[config.mk]
export PLATFORM = sky130hd
export DESIGN_NAME = gpv_change_capture
export DESIGN_NICKNAME = d
export VERILOG_FILES = /design/src/rtl/gpv_change_capture.sv
export SDC_FILE = /design/constraint.sdc
export NUM_CORES = 1
export LEC_CHECK = 0
export ABC_AREA = 1
export CELL_PAD_IN_SITES_DETAIL_PLACEMENT = 1
export CELL_PAD_IN_SITES_GLOBAL_PLACEMENT = 2
export CORE_MARGIN = 2
export CORE_UTILIZATION = 41
export CTS_BUF_LIST = sky130_fd_sc_hd__clkbuf_4 sky130_fd_sc_hd__clkbuf_8 sky130_fd_sc_hd__clkbuf_16
export DETAILED_ROUTE_END_ITERATION = 8
export PLACE_DENSITY_LB_ADDON = 0.2
export SLEW_MARGIN = 30
export SYNTH_ARGS = -nofsm -noshare
export SYNTH_HDL_FRONTEND = slang
export SYNTH_SLANG_ARGS = --single-unit
[constraint.sdc]
create_clock -name clk -period 13.38 [get_ports clk]
set_input_delay 3.345 -clock clk [delete_from_list [all_inputs] [get_ports clk]]
set_output_delay 3.345 -clock clk [all_outputs]
set_load 0.05 [all_outputs]
[src/rtl/gpv_change_capture.sv]
// Change logger for the general-purpose vector bus: masked bit changes are
// stamped and queued in a first-word-fall-through FIFO drained over valid/ready.
module gpv_change_capture #(
  parameter int VECTOR_WIDTH = 64,
  parameter int DEPTH        = 8,
  parameter int TS_WIDTH     = 32
) (
  input  logic                       clk,
  input  logic                       rstn,
  input  logic [VECTOR_WIDTH-1:0]    vector,
  input  logic [VECTOR_WIDTH-1:0]    mask,
  input  logic                       enable,
  output logic                       out_valid,
  input  logic                       out_ready,
  output logic [TS_WIDTH-1:0]        out_ts,
  output logic [VECTOR_WIDTH-1:0]    out_value,
  output logic [VECTOR_WIDTH-1:0]    out_changed,
  output logic [$clog2(DEPTH):0]     level,
  output logic                       full,
  output logic [15:0]                drop_cnt
);

  localparam int PW = $clog2(DEPTH);
  localparam int LW = PW + 1;

  typedef enum logic [1:0] {IDLE, ARM, RUN} state_t;

  state_t                   state, state_nxt;
  logic [VECTOR_WIDTH-1:0]  prev_p0;
  logic [VECTOR_WIDTH-1:0]  diff;
  logic [TS_WIDTH-1:0]      ts;
  logic [PW-1:0]            wr_ptr, rd_ptr;
  logic [LW-1:0]            level_r;
  logic [15:0]              drop_r;
  logic                     push_req, load_prev, pop, push_ok, drop_ev;

  logic [TS_WIDTH-1:0]      mem_ts  [DEPTH];
  logic [VECTOR_WIDTH-1:0]  mem_val [DEPTH];
  logic [VECTOR_WIDTH-1:0]  mem_chg [DEPTH];

  function automatic logic [15:0] sat_inc16(input logic [15:0] v);
    return (v == 16'hFFFF) ? v : v + 16'd1;
  endfunction

  // Stage p0: compare the live vector against the last sample
  always_comb begin
    state_nxt = state;
    push_req  = 1'b0;
    load_prev = 1'b0;
    diff      = (vector ^ prev_p0) & mask;
    case (state)
      IDLE: if (enable) state_nxt = ARM;
      ARM: begin
        load_prev = 1'b1;
        state_nxt = enable ? RUN : IDLE;
      end
      RUN: begin
        if (enable) begin
          load_prev = 1'b1;
          push_req  = |diff;
        end else begin
          state_nxt = IDLE;
        end
      end
      default: state_nxt = IDLE;
    endcase
  end

  assign full      = (level_r == LW'(DEPTH));
  assign out_valid = (level_r != '0);
  assign pop       = out_valid && out_ready;
  // A pop on the same edge frees the slot, so a full FIFO can still accept.
  assign push_ok   = push_req && (!full || pop);
  assign drop_ev   = push_req && full && !pop;

  always_ff @(posedge clk) begin
    if (!rstn) begin
      state   <= IDLE;
      prev_p0 <= '0;
      ts      <= '0;
      wr_ptr  <= '0;
      rd_ptr  <= '0;
      level_r <= '0;
      drop_r  <= '0;
    end else begin
      state <= state_nxt;
      ts    <= ts + TS_WIDTH'(1);
      if (load_prev) prev_p0 <= vector;
      if (push_ok)   wr_ptr  <= wr_ptr + PW'(1);
      if (pop)       rd_ptr  <= rd_ptr + PW'(1);
      case ({push_ok, pop})
        2'b10:   level_r <= level_r + LW'(1);
        2'b01:   level_r <= level_r - LW'(1);
        default: level_r <= level_r;
      endcase
      if (drop_ev) drop_r <= sat_inc16(drop_r);
    end
  end

  // Stage p1: FIFO storage, head read straight from the read pointer
  always_ff @(posedge clk) begin
    if (push_ok) begin
      mem_ts[wr_ptr]  <= ts;
      mem_val[wr_ptr] <= vector;
      mem_chg[wr_ptr] <= diff;
    end
  end

  assign out_ts      = out_valid ? mem_ts[rd_ptr]  : '0;
  assign out_value   = out_valid ? mem_val[rd_ptr] : '0;
  assign out_changed = out_valid ? mem_chg[rd_ptr] : '0;
  assign level       = level_r;
  assign drop_cnt    = drop_r;

endmodule
Word level (Yosys, flattened, before mapping)
Memory sizes are Yosys's and may differ from the RTL's. A register that Yosys moved wholly into a read port is not among the register bits.
Cells that the tools add are included.
{ "totals": {"elab_cells": 60, "mem_bits_ro": 0, "in_bits": 132, "register_bits": 124, "latchBits": 0, "output_inout_bits": 182, "memories": 3, "ramBits": 1280} }
{ "memory_table": {"columns": ["memory", "depth", "width", "rd", "rd_ports_with_merged_regs", "write_ports", "line", "rtl"], "rows": [
  ["mem_chg", 8, 64, 1, 1, 1, "39", "logic [VECTOR_WIDTH-1:0] mem_chg [DEPTH];"],
  ["mem_val", 8, 64, 1, 1, 1, "38", "logic [VECTOR_WIDTH-1:0] mem_val [DEPTH];"],
  ["mem_ts", 8, 32, 1, 1, 1, "37", "logic [TS_WIDTH-1:0] mem_ts [DEPTH];"]
]} }
{ "classes": {"bitwise_logic": 3, "n_reduce_logical": 13, "div_mod_pow": 0, "n_eq_ne": 8, "mux": 20, "shift": 0, "magnitude_cmp": 0, "multipliers": 0, "n_addsub": 6} }
{ "ops": {"columns": ["cell", "count"], "rows": [
  ["64-bit 2-to-1 mux", 2],
  ["64-bit bitwise AND", 1],
  ["64-bit OR reduction", 1],
  ["64-bit XOR", 1],
  ["32-bit by 1-bit adder with 32-bit output (second input constant)", 1],
  ["32-bit 2-to-1 mux", 1],
  ["3-bit 2-to-1 mux", 6],
  ["16-bit by 1-bit adder with 16-bit output (second input constant)", 1],
  ["16-bit == test (second input constant)", 1],
  ["4-bit one-hot mux with 2 select lines", 1],
  ["3-bit by 1-bit adder with 3-bit output (second input constant)", 2],
  ["2-bit 2-to-1 mux", 3],
  ["2-bit one-hot mux with 3 select lines", 1],
  ["1-bit 2-to-1 mux", 5],
  ["4-bit by 1-bit adder with 4-bit output (second input constant)", 1],
  ["2-bit by 1-bit == test with 1-bit output (second input constant)", 2],
  ["2-bit == test (second input constant)", 2],
  ["4-bit == test (second input constant)", 1],
  ["1-bit logical AND", 4],
  ["2-bit inequality test (second input constant)", 2],
  ["2-bit AND reduction", 2],
  ["4-bit nonzero test", 1],
  ["4-bit by 1-bit subtractor with 4-bit output (second input constant)", 1],
  ["1-bit zero test", 2],
  ["5 further kinds", 5]
]} }

Longest topological paths before layout
{ "depth": {"ltp_word": 8, "mapped_depth": 21, "mapped_depth_nobuf": 21} }

Least setup slack after synthesis
Ideal clock, no wire load.
{ "synth_timing": {"path_type": "input to register", "from": "in vector[49]", "to": "mem mem_chg[0][0] (enable)", "t_required_ns": 12.697, "setup_ns": 0.683, "t_arrival_ns": 11.140, "cell_stages": 13, "setup_slack_ns": 1.558, "path_buffers": 0, "cell_sequence": "nand2_1 > nand2_1 > nor2_1 > nor2_1 > nand2_1 > nor2_1 > nand2_1 > nor2_1 > nand2_2 > nand2_1 > nor2_1 > nand2_1 > nor2_1"} }
{ "synth_between": {"elab_chain_len": 8} }
{ "synth_rtl": {"columns": ["item", "line", "rtl"], "rows": [
  ["from (decl)", "10", "input logic [VECTOR_WIDTH-1:0] vector,"],
  ["64-bit XOR", "50", "diff = (vector ^ prev_p0) & mask;"],
  ["64-bit bitwise AND", "50", null],
  ["named net diff[49]", "30", "logic [VECTOR_WIDTH-1:0] diff;"],
  ["64-bit OR reduction", "60", "push_req = |diff;"],
  ["1-bit 2-to-1 mux", "58", "if (enable) begin"],
  ["1-bit 2-to-1 mux", "51", "case (state)"],
  ["1-bit logical AND", "73", "assign push_ok = push_req && (!full || pop);"],
  ["1-bit 2-to-1 mux", "102", "if (push_ok) begin"],
  ["1-bit 2-to-1 mux (not written as such)", "105", "mem_chg[wr_ptr] <= diff;"],
  ["to (decl)", "39", null]
]} }
The timed path passes the listed nets, and every way through them passes these cells.

==> flow_metrics.py <==
metrics = {
    "run_status": {
        "outcome": "complete, no violations",
    },
    "power": {
        "combPwrFrac_pct": 38.8,
        "p_leak_uw": 0.0218,
        "internal_power_uw": 8940,
        "pwr-share-clk_pct": 28.4,
        "p_sw_uw": 6080,
        "power_density_mw_per_mm2": 228,
        "p_seq_share_pct": 32.8,
        "peakVddDrop_v": 0.000229,
        "p_sw_share_pct": 40.5,
    },
    "setup_path": {
        "cp_max_fo": 83,
        "cp_data_required_time_ps": 10030,
        "crit_chain": "buf_4 > buf_4 > buf_4 > o21ai_0 > o22ai_1 > o21ai_0 > a31oi_1 > clkdlybuf4s50_1",
        "timing.rr.end": "mem_chg[2][5]",
        "cp_slowest_stage_delay_ps": 910,
        "cp_top_family": "buffers and inverters",
        "rrSetupSlack_ps": 8260,
        "critical_path.slowest_cell": "clkdlybuf4s50_1",
        "crit_buf_inv": 4,
        "critPathArrivalTime_ps": 5840,
        "rr_worst_depth": 15,
        "start_kind": "flip-flop",
        "crit_type": "reg2out",
        "endpoint_kind": "output pin",
        "timing.rr.start": "prev_p0[31]",
        "crit_top_cell": "buf_4",
    },
    "die": {
        "num_rows": 135,
        "die_y_um": 372,
        "die_w_um": 372,
        "core-area_mm2": 0.135,
        "die_area_mm2": 0.139,
        "start_util_pct": 41.2,
        "ios": 314,
    },
    "synthesis": {
        "yosysMostFrequentCell": "nor2_1",
        "synth_area_leader_cell": "edfxtp_1",
        "synth.area.top_cells": "edfxtp_1 (69%), nor2_1 (8.8%), o21ai_0 (7.9%)",
        "synth_top_area_share_pct": 69.0,
        "ys_async_sr_fraction_pct": 0,
        "synth_cell_type_count": 38,
        "syn_inst": 4669,
        "synth-seq-cells": 1407,
        "syn_area_mm2": 0.0557,
        "synth_enable_flop_cells": 1280,
        "synth_nets": 4811,
        "synth_seq_area_share_pct": 73.6,
        "yosys_warnings": 0,
        "avgSynthCellArea_um2": 11.9,
        "yosys-top-cells-count": "nor2_1 (1310), edfxtp_1 (1280), o21ai_0 (876)",
        "synthFlopType": "edfxtp_1",
    },
    "cells_and_area": {
        "multiInputGateArea_mm2": 0.0133,
        "fin_nets": 5046,
        "area_growth_pct": 18.1,
        "regArea_mm2": 0.0410,
        "fillCellCount": 13926,
        "layout-drive-gt1-share_pct": 7.41,
    },
    "cts": {
        "h-tree-depth": 4,
        "clkTransAtPathRegs_ps": 60,
        "cts_tree": "yes",
        "cts_setup_buffers": 0,
        "cts-root-buf": "clkbuf_16",
        "holdBufCountCts": 0,
        "cts.path.max_buffers": 3,
        "cts_sinks": 1407,
        "cts_made_buffers": 155,
        "cts-resized-gates": 0,
        "clk_latency_ps": 770,
    },
    "grt": {
        "grt_pass1_wl_mm": 245,
        "grt_max_degree": 180,
        "antenna_found_initial": 14,
        "grt_pass1_vias": 38690,
        "overflow": 0,
        "grt_use_total_pct": 23.6,
    },
    "sta": {
        "hold_ws_ps": 472,
        "relSlewSlack_pct": 30.3,
        "tightestPinTransition_ps": 1050,
        "period_minus_slack_ps": 9180,
        "finClkSkew_ps": 24.5,
        "setup_violations": 0,
        "slew_viol_final": 0,
        "max_freq_mhz": 109,
        "fin_tns_setup_ps": 0,
        "hold_violations": 0,
        "rsz0062_at_grt": "false",
        "fin_crit_sh_pct": 68.6,
    },
    "detailed_routing": {
        "drcViolationCount": 0,
        "drt-initial-drc-count": 2632,
        "antenna_left": 0,
        "dr.pass1.iters": 5,
        "post_drt_via_cell_ratio": 5.50,
        "vias": 37503,
        "wl_mm": 165,
        "wl_per_cell_um": 24.2,
    },
    "worst_hold_path": {
        "hold_path_class": "reg2reg",
        "hp-start": "rd_ptr[2]",
        "hold_depth": 2,
    },
    "run": {
        "cap_violations": 0,
    },
    "placement": {
        "finalWeightedCongestion": 0.737,
        "hpwlAfterDp_mm": 90.0,
        "port_buffers": 313,
    },
}
worst register-to-register path, delay by kind of cell (launching register included):
kind          cells  cell delay (ps)
simple gates     13             3050
flops             1              320
buf+inv           2             1380
registers in the layout (all words and copies together), names as in the netlist, named ones only:
register,flops
prev_p0,64
ts,32
level,4
mem_val,512
rd_ptr,3
state,2
wr_ptr,3
mem_chg,512
drop_cnt,16
mem_ts,256
final cells by class:
type                       instances  share of cell area, %
antenna                            4                 0.0152
clock buffer                     213                   6.74
clock inverter                    77                   1.09
inverter                          75                  0.485
multi-input combinational       2895                   20.2
sequential                      1407                   62.4
tap                             1781                   3.39
timing repair buffer             370                   5.70
logic make-up after synthesis:
family                     after synthesis  synth area share [%]
DFF                                   1407                  73.6
adders and majority gates               10                 0.238
and+or+nand+nor                       1624                  11.4
xor gates and xnor gates                 7                 0.110
AOI/OAI and AO/OA                     1254                  12.0
buffers and inverters                  367                  2.64
layer usage:
metal / share of wire [%] / track usage, % / vias up
met5: 0.061 / 0 / -
met4: 2.5 / 6.90 / 18
met1: 44 / 31.3 / 19169
met3: 5.2 / 4.36 / 224
met2: 48 / 39.5 / 782
li1: - / - / 17310
power by group through the flow:
stage / logic, µW / clock network, µW / registers, µW
finish: 5820 / 4270 / 4920
global route: 6260 / 4510 / 4930
CTS: 5910 / 4360 / 4920
detailed placement: 5880 / 0 / 5010
global placement: 5830 / 0 / 5010
floorplan: 3690 / 0 / 5000
cells in the final DEF, fill, tap and decap left out, types with 3 or more instances in the layout:
cell type	count
clkbuf_8	16
nor2_1	1302
a31oi_1	164
ha_1	9
nand3_1	33
nor2_4	11
buf_12	11
inv_6	9
clkdlybuf4s50_1	312
clkinv_1	22
nor3_1	23
clkinvlp_4	3
inv_8	3
nand3_2	3
clkbuf_4	41
buf_6	3
edfxtp_1	1280
dfxtp_1	125
bufinv_16	9
a21oi_1	42
o22ai_1	160
nand4_1	5
nor4_1	4
nand2_1	222
nand2_2	6
nor2_2	8
inv_1	65
clkbuf_16	156
o21ai_0	875
clkinv_8	5
diode_2	4
clkinv_2	28
xnor2_1	5
inv_16	3
o21ai_1	7
buf_4	42
inv_2	4
through the flow:
| step | worst slack [ps] | area (µm²) | utilization, % | total power, µW | instances |
|---|---|---|---|---|---|
| final | 4200 | 65700 | 48.6 | 15000 | 6822 |
| after global routing | 3840 | 65700 | 48.6 | 15700 | 6820 |
| after CTS | 4090 | 65700 | 48.6 | 15200 | 6818 |
| after detailed placement | 4390 | 60600 | 44.8 | 10900 | 6528 |
| after global placement | 4530 | 60500 | 44.8 | 10800 | 6525 |
| after floorplan | 1560 | 55700 | - | 8690 | 4669 |
how the worst max path moves through the flow:
stage,end,cells past startpoint,startpoint,slack [ps]
after global routing,out_value[23],8,flip-flop,3840
final,out_value[23],8,flip-flop,4200
after global placement,mem_val[2][11],16,vector[9],4530
after floorplan,mem_chg[0][0],13,vector[49],1560
after detailed placement,mem_val[2][7],16,vector[9],4390
after CTS,out_value[23],8,flip-flop,4090
Power figures use the tool's default switching activity.
